--- config.mk ---
export PLATFORM = sky130hd
export DESIGN_NAME = pc_gen
export DESIGN_NICKNAME = d
export VERILOG_FILES = /design/src/rtl/pc_gen.sv
export SDC_FILE = /design/constraint.sdc
export NUM_CORES = 1
export LEC_CHECK = 0
export BUFFER_PORTS_ARGS = -buffer_cell sky130_fd_sc_hd__buf_2
export CORE_MARGIN = 5
export CORE_UTILIZATION = 40
export CTS_CLUSTER_SIZE = 25
export DETAILED_ROUTE_END_ITERATION = 6
export GPL_ROUTABILITY_DRIVEN = 0
export PLACE_DENSITY_LB_ADDON = 0.1
export SYNTH_ARGS = -nofsm -noshare
export SYNTH_HDL_FRONTEND = slang
export SYNTH_SLANG_ARGS = --single-unit
--- constraint.sdc ---
create_clock -name clk -period 6.55 [get_ports clk]
set_clock_uncertainty 0.2 [all_clocks]
set_input_delay 0.9825 -clock clk [delete_from_list [all_inputs] [get_ports clk]]
set_output_delay 0.9825 -clock clk [all_outputs]
set_load 0.01 [all_outputs]
--- src/rtl/pc_gen.sv ---
// Fetch-address generator: fetch PC, group stepping, flush/branch redirects with a one-entry pending buffer.
// Optional feature macro: PC_ADEL_CHECK_EN (misaligned-fetch flag; redirect targets loaded unmodified).
module pc_gen #(
    parameter logic [31:0] RESET_VECTOR = 32'hBFC00000,
    parameter int unsigned FETCH_W      = 1,
    parameter int unsigned STALL_W      = 6
) (
    input  logic               clk,
    input  logic               rst,
    input  logic [STALL_W-1:0] stall,
    input  logic               flush,
    input  logic [31:0]        new_pc,
    input  logic               branch_flag_i,
    input  logic [31:0]        branch_target_address_i,
    input  logic               fetch_ready_i,
    output logic [31:0]        pc,
    output logic               ce,
    output logic [FETCH_W-1:0] inst_mask_o,
    output logic               adel_o
);

    localparam int unsigned G  = 4 * FETCH_W;
    localparam int unsigned GB = $clog2(G);
    localparam logic [31:0] G_MASK = 32'(G - 1);
    localparam logic [31:0] G_STEP = 32'(G);

    logic [31:0] pc_q, pc_d;
    logic [31:0] pend_pc_q, pend_pc_d;
    logic        pend_v_q, pend_v_d;
    logic        ce_q;
    logic        advance;
    logic        unused_bits;

    function automatic logic [31:0] fix_target(input logic [31:0] t);
`ifdef PC_ADEL_CHECK_EN
        return t;
`else
        return {t[31:2], 2'b00};
`endif
    endfunction

    assign advance = ce_q & fetch_ready_i & ~stall[0];

    always_comb begin
        pc_d      = pc_q;
        pend_pc_d = pend_pc_q;
        pend_v_d  = pend_v_q;
        if (!ce_q) begin
            // Until fetch is enabled the PC is pinned and redirects are ignored.
            pc_d     = RESET_VECTOR;
            pend_v_d = 1'b0;
        end else if (flush) begin
            pc_d     = fix_target(new_pc);
            pend_v_d = 1'b0;
        end else if (advance && branch_flag_i) begin
            pc_d     = fix_target(branch_target_address_i);
            pend_v_d = 1'b0;
        end else if (advance && pend_v_q) begin
            pc_d     = fix_target(pend_pc_q);
            pend_v_d = 1'b0;
        end else if (advance) begin
            pc_d = (pc_q & ~G_MASK) + G_STEP;
        end else if (branch_flag_i) begin
            pend_pc_d = branch_target_address_i;
            pend_v_d  = 1'b1;
        end
    end

    always_ff @(posedge clk) begin
        if (rst) begin
            pc_q      <= RESET_VECTOR;
            ce_q      <= 1'b0;
            pend_v_q  <= 1'b0;
            pend_pc_q <= '0;
        end else begin
            pc_q      <= pc_d;
            ce_q      <= 1'b1;
            pend_v_q  <= pend_v_d;
            pend_pc_q <= pend_pc_d;
        end
    end

    assign pc = pc_q;
    assign ce = ce_q;

    generate
        if (FETCH_W == 1) begin : g_single
            assign inst_mask_o = 1'b1;
        end else begin : g_multi
            always_comb begin
                inst_mask_o = '0;
                for (int unsigned i = 0; i < FETCH_W; i++) begin
                    inst_mask_o[i] = (i >= 32'(pc_q[GB-1:2]));
                end
            end
        end
    endgenerate

`ifdef PC_ADEL_CHECK_EN
    assign adel_o = ce_q & (pc_q[1:0] != 2'b00);
`else
    assign adel_o = 1'b0;
`endif

    assign unused_bits = ^{stall[STALL_W-1:1], new_pc[1:0], branch_target_address_i[1:0]};

endmodule
==> run metrics <==
Achievable Freq 310 MHz; sw frac 0.310; DIE AREA 11800 sq um; non-filler cells, final 741; fraction of layout cells with a size suffix above 1 0.219; max_slew headroom 0.321; design area 4580 sq um; Fill cells 1017; Area contributors post-synth dfxtp_1, nand2_1, a21oi_1; largest net degree at the start of global routing 49; I/O Pins 110; area of the multi-input gates 2420 sq um; Register Area 1240 sq um; Reg-to-Reg Start ce$_DFF_P_; max_cap viols 0; area post-placement 4400 sq um; vias in the first global route 4042; chip height 109 um; Critical Path Start stall[0]; Skew-Pair Late Insertion Delay 0.35 ns; crit end category flop; core area 9640 sq um; Iter 0 DRT Violations 297; area leader, netlist dfxtp_1; clock share of power 0.377; Worst Reg-to-Reg Cells 7; startpoint type of the worst setup path input port; met1 WL 6250 um; Top FF cell, synth dfxtp_1; WP data arrival 3.24 ns; status completed; ANT cells 0; sequential power share 0.469; Worst Setup EP pend_pc_q[3]$_SDFFE_PP0P_; root buf cell clkbuf_8; initial antenna violation count 0; most frequent cell after synthesis nand2_1; Tmin final 3.23 ns; crit share post-route 0.493; top cell type's share of synthesized area 0.318; Worst Path Class, Setup in -> reg; Worst Min Path Start pend_pc_q[7]$_SDFFE_PP0P_; TNS Setup 0 ns; internal power 599 uW; aggregate routed wire length 14200 um; NetSw 270 uW; Crit path max-delay family simple AND/OR/NAND/NOR gates; Worst-path clk slew 0.08 ns; Crit path buffers/inverters 3; Ys Warns 0; hpwl dp 9640 um; Rows 36; TritonCTS clock tree yes; register area share after synthesis 0.318; Num Clock Sinks 62; worst vdd ir 0.100 mV; Die X 109 um; Port Buffers 96; Synth async-reset ratio 0; Seq cells post-synth 62; WL/cell 19.2 um; DR pass1 iterations 5; total track usage 0.243; hold buffers post-CTS 0; CTS resizes 0; worst-path maximum fanout 33; Post-Synthesis Cells 531; final setup margin 3.32 ns; placed insts 725; Final nets 679; utilization after layout 0.475; RSZ-0062 raised after global routing no; crit-path max cell delay 0.57 ns; Critical Path RT 6.56 ns; total gr overflow 0; most used cell, CP buf_4; max-slew violation count 0; H-Tree Depth 3; R2R Setup Slk 3.66 ns; residual DRC count 0; setup repair bufs after CTS 0; met2 WL 6670 um; Logic pwr share 0.154; setup violators final 0; DR vias/cell 5.82; Crit path depth 8; Clock Path Buffers 2; HP Class reg -> reg; DR WL met3 1130 um; Worst Max-Slew Pin Slew 1.02 ns; Post-synth EDFFs 0; Leakage 0.00186 uW; first-pass GRT wire length 22100 um; Avg Cell Area, Syn 7.34 sq um; worst-path cell chain buf_2 > and3b_1 > buf_4 > nor2_1 > nand3_1 > buf_4 > nand2_1 > a21oi_1; cell area after synthesis 3900 sq um; dpl ws 2.96 ns; Post-synth top cells nand2_1, dfxtp_1, a21oi_1; antenna-violating nets left 0; Initial Util 0.405; Cell variety after synth 70; Pwr Density 190 nW/um^2; slowest CP cell nor2_1; CTS buffer count 9; area grow syn2layout 17.5%; Via Count 4314; DR top layer met4; r2r endpoint pend_pc_q[3]$_SDFFE_PP0P_; final hold vios 0
## routing by layer
metal	GRT usage	up-vias
li1	-	2073
met1	0.341	2045
met2	0.383	183
met3	0.0349	13
met4	0.0766	0
met5	0	-
## metrics by stage
step	total power, uW	hold WS [ns]
final	869	0.251
after global routing	904	0.271
after CTS	869	0.253
after detailed placement	549	0.243
after global placement	547	0.238
after floorplan	493	0.231
## layout make-up
| type | instances | area share |
|---|---|---|
| tap | 133 | 0.0363 |
| clock inverter | 5 | 0.00738 |
| sequential | 62 | 0.271 |
| multi-input combinational | 418 | 0.528 |
| inverter | 8 | 0.00656 |
| timing repair buffer | 104 | 0.118 |
| clock buffer | 11 | 0.0331 |
## cells by family after synthesis
logic type | count (synthesis) | share of synthesized area
flip-flops | 62 | 0.318
AND/OR/NAND/NOR | 230 | 0.295
adder cells (fa/ha/maj) | 1 | 0.00321
XOR/XNOR | 14 | 0.0314
AO/OA/AOI/OAI | 158 | 0.257
multiplexers | 11 | 0.0289
buffers and inverters | 53 | 0.0638
other | 2 | 0.00193
## how the worst min path moves through the flow
| stage | end | slack, ns | depth (start not counted) |
|---|---|---|---|
| floorplan | pend_pc_q[7]$_SDFFE_PP0P_ | 0.23 | 2 |
| global placement | pend_pc_q[16]$_SDFFE_PP0P_ | 0.24 | 2 |
| detailed placement | pend_pc_q[7]$_SDFFE_PP0P_ | 0.24 | 2 |
| CTS | pend_pc_q[7]$_SDFFE_PP0P_ | 0.25 | 2 |
| global route | pend_pc_q[29]$_SDFFE_PP0P_ | 0.27 | 2 |
| finish | pend_pc_q[7]$_SDFFE_PP0P_ | 0.25 | 2 |
## worst register-to-register path, delay by kind of cell (launching register included)
kind / cells / cell delay, ns
AOI/OAI and AO/OA: 1 / 0.07
DFF: 1 / 0.41
buffers and inverters: 2 / 0.66
and+or+nand+nor: 4 / 1.42
## flip-flops by register name (all words and copies together), names as in the netlist
signal and count:
ce 1, pc 30, pend_pc_q 30, pend_v_q 1
## power groups by stage
stage / Clock, uW / Combinational (uW) / Sequential (uW)
after global placement: 0 / 132 / 415
after CTS: 328 / 133 / 407
after floorplan: 0 / 79.3 / 414
after global routing: 346 / 148 / 410
final: 327 / 134 / 407
after detailed placement: 0 / 133 / 416
## layout by cell type (no fill, tap or decap), drive strengths merged, types with 4 or more instances in the layout
| cell type | count |
|---|---|
| a211oi | 7 |
| nand4 | 10 |
| nand3 | 30 |
| a22oi | 4 |
| o21ai | 35 |
| nor4 | 7 |
| mux2i | 9 |
| inv | 8 |
| o211ai | 8 |
| nand2 | 101 |
| nor2 | 29 |
| a211o | 5 |
| xnor2 | 7 |
| a21oi | 57 |
| nor3 | 12 |
| o22ai | 5 |
| buf | 104 |
| clkbuf | 11 |
| xor2 | 7 |
| dfxtp | 62 |
| nand2b | 8 |
| and3 | 13 |
| conb | 4 |
(Power assumes the default switching activity.)
